File: src/rtl/rs232_rx_fifo.sv
// rs232_rx_fifo: 8N1 serial receiver with mid-bit sampling feeding a first-word-fall-through byte FIFO
module rs232_rx_fifo #(
   parameter int CLKS_PER_BIT = 868,
   parameter int FIFO_DEPTH   = 16
) (
   input  logic                          clk,
   input  logic                          rst,
   input  logic                          RxD,
   output logic [7:0]                    rx_data,
   output logic                          rx_valid,
   input  logic                          rx_ready,
   output logic [$clog2(FIFO_DEPTH):0]   rx_count,
   output logic                          frame_err,
   output logic                          overrun
);
   localparam int H  = CLKS_PER_BIT / 2;
   localparam int CW = $clog2(CLKS_PER_BIT);
   localparam int AW = $clog2(FIFO_DEPTH);
   typedef enum logic [2:0] {IDLE, START, DATA, STOP, WAIT_HI} state_t;
   state_t          state_q, state_d;
   logic            s1_q, s2_q;
   logic [CW-1:0]   cnt_q, cnt_d;
   logic [2:0]      bit_q, bit_d;
   logic [7:0]      sh_q, sh_d;
   logic            push, ferr_d, tick;
   logic [7:0]      mem_q [FIFO_DEPTH];
   logic [AW-1:0]   wptr_q, rptr_q;
   logic [AW:0]     count_q;
   logic            frame_err_q, overrun_q;
   logic            full, pop, wr;
   // The start bit is checked half a bit in; every later sample lands one full bit after the previous one
   assign tick = cnt_q == (state_q == START ? CW'(H - 1) : CW'(CLKS_PER_BIT - 1));
   always_comb begin
      state_d = state_q;
      bit_d   = bit_q;
      sh_d    = sh_q;
      push    = 1'b0;
      ferr_d  = 1'b0;
      unique case (state_q)
         IDLE:    state_d = s2_q ? IDLE : START;
         START:   if (tick) state_d = s2_q ? IDLE : DATA;
         DATA: if (tick) begin
            sh_d    = {s2_q, sh_q[7:1]};
            bit_d   = bit_q + 3'd1;
            state_d = (bit_q == 3'd7) ? STOP : DATA;
         end
         STOP: if (tick) begin
            push    = s2_q;
            ferr_d  = !s2_q;
            state_d = s2_q ? IDLE : WAIT_HI;
         end
         WAIT_HI: state_d = s2_q ? IDLE : WAIT_HI;
         default: state_d = IDLE;
      endcase
      cnt_d = (tick || state_d != state_q) ? '0 : cnt_q + 1'b1;
   end
   assign pop      = rx_valid && rx_ready;
   assign full     = count_q == (AW + 1)'(FIFO_DEPTH);
   assign wr       = push && (!full || pop);
   assign rx_valid = count_q != '0;
   assign rx_data  = rx_valid ? mem_q[rptr_q] : 8'h00;
   assign rx_count = count_q;
   assign frame_err = frame_err_q;
   assign overrun   = overrun_q;
   always_ff @(posedge clk) begin
      if (rst) begin
         s1_q        <= 1'b1;
         s2_q        <= 1'b1;
         state_q     <= IDLE;
         cnt_q       <= '0;
         bit_q       <= '0;
         sh_q        <= '0;
         wptr_q      <= '0;
         rptr_q      <= '0;
         count_q     <= '0;
         frame_err_q <= 1'b0;
         overrun_q   <= 1'b0;
      end else begin
         s1_q        <= RxD;
         s2_q        <= s1_q;
         state_q     <= state_d;
         cnt_q       <= cnt_d;
         bit_q       <= bit_d;
         sh_q        <= sh_d;
         wptr_q      <= wptr_q + AW'(wr);
         rptr_q      <= rptr_q + AW'(pop);
         count_q     <= count_q + (AW + 1)'(wr) - (AW + 1)'(pop);
         frame_err_q <= ferr_d;
         overrun_q   <= push && full && !pop;
      end
   end
   // When full with a pop, the write slot is the head being consumed on this same edge
   always_ff @(posedge clk) begin
      if (wr) mem_q[wptr_q] <= sh_q;
   end
endmodule

File: config.mk
export PLATFORM = sky130hd
export DESIGN_NAME = rs232_rx_fifo
export DESIGN_NICKNAME = d
export VERILOG_FILES = /design/src/rtl/rs232_rx_fifo.sv
export SDC_FILE = /design/constraint.sdc
export NUM_CORES = 1
export LEC_CHECK = 0
export CAP_MARGIN = 15
export CORE_ASPECT_RATIO = 0.8
export CORE_MARGIN = 2
export CORE_UTILIZATION = 55
export DETAILED_ROUTE_END_ITERATION = 7
export GPL_TIMING_DRIVEN = 1
export PLACE_DENSITY = 0.85
export SETUP_SLACK_MARGIN = 0.2
export SYNTH_ARGS = -nofsm -noshare
export SYNTH_HDL_FRONTEND = slang
export SYNTH_SLANG_ARGS = --single-unit
File: constraint.sdc
create_clock -name clk -period 2.8 [get_ports clk]
set_clock_uncertainty 0.1 [all_clocks]
set_input_delay 0.42 -clock clk [delete_from_list [all_inputs] [get_ports clk]]
set_output_delay 0.42 -clock clk [all_outputs]
set_load 0.005 [all_outputs]
==> report_table.html <==
<table>
<tr><th>Metric</th><th>Value</th></tr>
<tr><th colspan="2">Final layout</th></tr>
<tr><td>Area of all placed cells without fillers</td><td>8510 sq um</td></tr>
<tr><td>Ratio of cells with drive above 1 in the final layout</td><td>0.354</td></tr>
<tr><td>Net count reported at finish</td><td>516</td></tr>
<tr><td>Final Instance Count excl. Fillers</td><td>682</td></tr>
<tr><td>P&amp;R area growth vs syn</td><td>23.8%</td></tr>
<tr><td>Count of antenna diodes in the layout</td><td>0</td></tr>
<tr><th colspan="2">Power</th></tr>
<tr><td>Total power density per cell area</td><td>833 nW/um^2</td></tr>
<tr><td>Portion of total power attributed to sequential cells</td><td>0.394</td></tr>
<tr><td>Fraction of power consumed by combinational cells</td><td>0.255</td></tr>
<tr><td>Net switching share of the total power</td><td>0.257</td></tr>
<tr><td>Clock network fraction of total power</td><td>0.352</td></tr>
<tr><td>Worst ir drop on vdd</td><td>0.423 mV</td></tr>
<tr><td>Static Leakage</td><td>3.05 nW</td></tr>
<tr><td>Switching component of the power</td><td>1.82 mW</td></tr>
<tr><td>Internal power summed over all cells</td><td>5.27 mW</td></tr>
<tr><th colspan="2">CTS</th></tr>
<tr><td>Clock Tree Root</td><td>sky130_fd_sc_hd__clkbuf_16</td></tr>
<tr><td>Clock tree from TritonCTS</td><td>built</td></tr>
<tr><td>H-tree depth</td><td>4</td></tr>
<tr><td>Clock edge transition at the registers on the reported setup and hold paths</td><td>60 ps</td></tr>
<tr><td>Maximum buffer depth of the clock tree</td><td>2</td></tr>
<tr><td>Number of CTS-inserted buffers</td><td>17</td></tr>
<tr><td>Clock latency on the worst-skew pair</td><td>430 ps</td></tr>
<tr><td>Number of sinks handled by clock tree synthesis</td><td>169</td></tr>
<tr><th colspan="2">STA</th></tr>
<tr><td>RSZ-0062 raised after global routing</td><td>yes</td></tr>
<tr><td>Share of the cycle needed by the critical path after routing</td><td>0.950</td></tr>
<tr><td>Headroom to the max-slew limit</td><td>0.370</td></tr>
<tr><td>Final hold violations</td><td>0</td></tr>
<tr><td># setup viols final</td><td>0</td></tr>
<tr><td>Post-route minimum period</td><td>2660 ps</td></tr>
<tr><td>Pins over their slew limit</td><td>0</td></tr>
<tr><td>Worst hold-check slack</td><td>312 ps</td></tr>
<tr><td>Maximum clock frequency</td><td>376 MHz</td></tr>
<tr><td>Aggregate negative setup slack</td><td>0 ps</td></tr>
<tr><td>Transition time of the tightest slew-check pin</td><td>943 ps</td></tr>
<tr><th colspan="2">Synthesis</th></tr>
<tr><td>Leading register cell type out of synthesis</td><td>sky130_fd_sc_hd__edfxtp_1</td></tr>
<tr><td>Area of the mapped netlist</td><td>6880 sq um</td></tr>
<tr><td>Sequential cell area fraction in the yosys report</td><td>0.678</td></tr>
<tr><td>Gate Count Post-Synth</td><td>418</td></tr>
<tr><td>Net Count, Synth</td><td>436</td></tr>
<tr><td>Count of yosys warnings during synthesis</td><td>0</td></tr>
<tr><td>Number of distinct library cells after synthesis</td><td>48</td></tr>
<tr><td>Number of synthesized flops with an enable pin</td><td>128</td></tr>
<tr><td>Cell type with the largest total area after synthesis</td><td>sky130_fd_sc_hd__edfxtp_1</td></tr>
<tr><td>Async set-or-reset flop fraction in the synthesized netlist</td><td>0</td></tr>
<tr><td>Cell with the most instances after synthesis</td><td>sky130_fd_sc_hd__edfxtp_1</td></tr>
<tr><td>Share of the synthesized area in the top cell type</td><td>0.559</td></tr>
<tr><td>Post-Synthesis Mean Instance Area</td><td>16.4 sq um</td></tr>
<tr><td>Synth area leaders</td><td>sky130_fd_sc_hd__edfxtp_1 56%, sky130_fd_sc_hd__dfxtp_1 12%, sky130_fd_sc_hd__mux4_2 10%, sky130_fd_sc_hd__mux2i_1 2.8%, sky130_fd_sc_hd__ha_1 2.4%</td></tr>
<tr><td>Cell types with the highest counts after synthesis</td><td>128 x sky130_fd_sc_hd__edfxtp_1, 41 x sky130_fd_sc_hd__dfxtp_1, 37 x sky130_fd_sc_hd__nor2_1</td></tr>
<tr><td>Flip-flop and latch count after synthesis</td><td>169</td></tr>
<tr><th colspan="2">Min path</th></tr>
<tr><td>Instance count along the most critical hold path</td><td>1</td></tr>
<tr><td>Hold Crit Class</td><td>flop to flop</td></tr>
<tr><th colspan="2">Floorplanning</th></tr>
<tr><td>Number of placement rows</td><td>36</td></tr>
<tr><td>Full die area</td><td>13400 sq um</td></tr>
<tr><td>Die Ht</td><td>104 microns</td></tr>
<tr><td>Area inside the core boundary</td><td>12200 sq um</td></tr>
<tr><td>Die Span X</td><td>129 microns</td></tr>
<tr><td>Io pins</td><td>20</td></tr>
<tr><td>Initial standard-cell utilization of the core</td><td>0.563</td></tr>
<tr><th colspan="2">Worst setup path</th></tr>
<tr><td>Worst Setup Path Type</td><td>flop to output pin</td></tr>
<tr><td>Worst R2R Path Depth</td><td>15</td></tr>
<tr><td>Worst-path maximum fanout</td><td>5</td></tr>
<tr><td>WP data required</td><td>2280 ps</td></tr>
<tr><td>Worst path arrival time</td><td>2140 ps</td></tr>
<tr><td>Type of element capturing the critical path</td><td>output pin</td></tr>
<tr><td>Startpoint type of the worst setup path</td><td>flop</td></tr>
<tr><th colspan="2">GRT</th></tr>
<tr><td>Vias in the first global route</td><td>4203</td></tr>
<tr><td>Gr ovfl total</td><td>0</td></tr>
<tr><td>Antenna violations before repair</td><td>0</td></tr>
<tr><td>Global-route usage over all layers</td><td>0.239</td></tr>
<tr><td>Maximum number of pins on one net before global-route repair</td><td>35</td></tr>
<tr><td>First-pass GRT wire length</td><td>23.2 mm</td></tr>
<tr><th colspan="2">Place</th></tr>
<tr><td>DP HPWL</td><td>8.68 mm</td></tr>
<tr><td>Placed inst area</td><td>7450 sq um</td></tr>
<tr><td>Port bufs</td><td>19</td></tr>
<tr><td>Routability cong.</td><td>0.867</td></tr>
<tr><td>Cell count after placement</td><td>621</td></tr>
<tr><th colspan="2">Detailed routing</th></tr>
<tr><td>Number of DRC markers after the initial detailed-route iteration</td><td>413</td></tr>
<tr><td>Average routed wire per standard cell</td><td>22.6 microns</td></tr>
<tr><td>Vias per Instance</td><td>5.96</td></tr>
<tr><td>Total number of vias</td><td>4067</td></tr>
<tr><td>Final wirelength</td><td>15.4 mm</td></tr>
<tr><td># DRC</td><td>0</td></tr>
<tr><td>Pre-Repair DR Iteration Count</td><td>5</td></tr>
<tr><td>Detail Route Antenna Nets</td><td>0</td></tr>
<tr><th colspan="2">Status</th></tr>
<tr><td>Status</td><td>completed</td></tr>
<tr><th colspan="2">Run</th></tr>
<tr><td>Max-cap viol count</td><td>0</td></tr>
</table>
==> final timing paths <==
check                                 start  slack, ps          end
worst max register to register  rx_count[2]        150  rx_count[4]
worst min register to register         s1_q        310         s2_q
worst max-delay path            rx_count[2]        140   rx_data[5]
worst min-delay path                   s1_q        310         s2_q
==> worst max-delay path, cell delays in order (launching register included) <==
cell and delay (ps):
sky130_fd_sc_hd__dfxtp_2 350, sky130_fd_sc_hd__inv_2 60, sky130_fd_sc_hd__ha_4 160, sky130_fd_sc_hd__nor4b_4 130
sky130_fd_sc_hd__buf_4 150, sky130_fd_sc_hd__nor3b_2 240, sky130_fd_sc_hd__buf_6 180, sky130_fd_sc_hd__buf_6 130
sky130_fd_sc_hd__a22oi_2 60, sky130_fd_sc_hd__o21ai_1 110, sky130_fd_sc_hd__buf_2 140
==> area by class of cell <==
class	count	area, sq um
Sequential cell	169	4680
Fill cell	699	3690
Multi-Input combinational cell	218	2190
Timing Repair Buffer	82	777
Clock buffer	19	433
Tap cell	171	214
Clock inverter	13	189
Inverter	10	37.5
==> per-stage QoR <==
step,power [mW],setup WS (ps),utilization
6_report,7.09,139,0.697
5_1_grt,7.30,64.8,0.697
4_1_cts,6.95,159,0.690
3_5_place_dp,4.11,48.7,0.610
3_3_place_gp,4.07,147,0.610
2_1_floorplan,3.64,233,-
==> flip-flops by register name (all words and copies together), names as in the netlist, 3 cells and up <==
| name | flops |
|---|---|
| rx_count | 5 |
| cnt_q | 10 |
| sh_q | 8 |
| mem_q | 128 |
| state_q | 3 |
| rptr_q | 4 |
| wptr_q | 4 |
| bit_q | 3 |
==> metal layers <==
layer	up-vias	global-route usage	part of all wire
li1	1779	-	-
met1	2047	0.302	0.39
met2	197	0.387	0.51
met3	44	0.0633	0.070
met4	0	0.113	0.033
met5	-	0	0
==> cells by family (layout without fill, tap and decap cells) <==
group / after synthesis / in the layout / synth area share
XOR/XNOR: 16 / 16 / 0.0204
AO/OA/AOI/OAI: 26 / 26 / 0.0249
flip-flops: 169 / 169 / 0.678
buffers and inverters: 31 / 124 / 0.0244
adder cells (fa/ha/maj): 14 / 14 / 0.0266
multiplexers: 53 / 53 / 0.136
AND/OR/NAND/NOR: 109 / 109 / 0.0895
==> power groups by stage <==
stage	Clock [mW]	Sequential (mW)	Combinational [mW]
floorplan	0	2.81	0.822
global placement	0	2.82	1.25
detailed placement	0	2.82	1.28
CTS	2.50	2.78	1.67
global route	2.60	2.80	1.90
finish	2.49	2.79	1.80
==> what timing repair did <==
item | in CTS | in global routing
hold buffers | 0 | 0
gates resized for setup | 70 | 14
setup endpoints to repair | 9 | 10
hold endpoints to repair | 0 | 0
gates cloned | 3 | 0
buffers inserted | 19 | 7
pin swaps | 13 | 13
==> layout by cell type (no fill, tap or decap), drive strengths merged, types with 2 or more instances in the layout <==
cell type and count:
edfxtp 128, buf 68, dfxtp 41, nor2 37, mux4 32, clkbuf 21, mux2i 19, inv 15
ha 13, nor3 11, clkdlybuf4s50 11, xor2 10, nand3 10, nand2 9, nor2b 9, a22oi 8
o21ai 8, xnor2 6, nor4 5, nand2b 4, nand4 4, bufinv 4, nor3b 4, nor4b 3
or2 3, clkinv 3, and4bb 2, mux2 2, a21o 2, a21oi 2, and4 2
(Power assumes the default switching activity.)
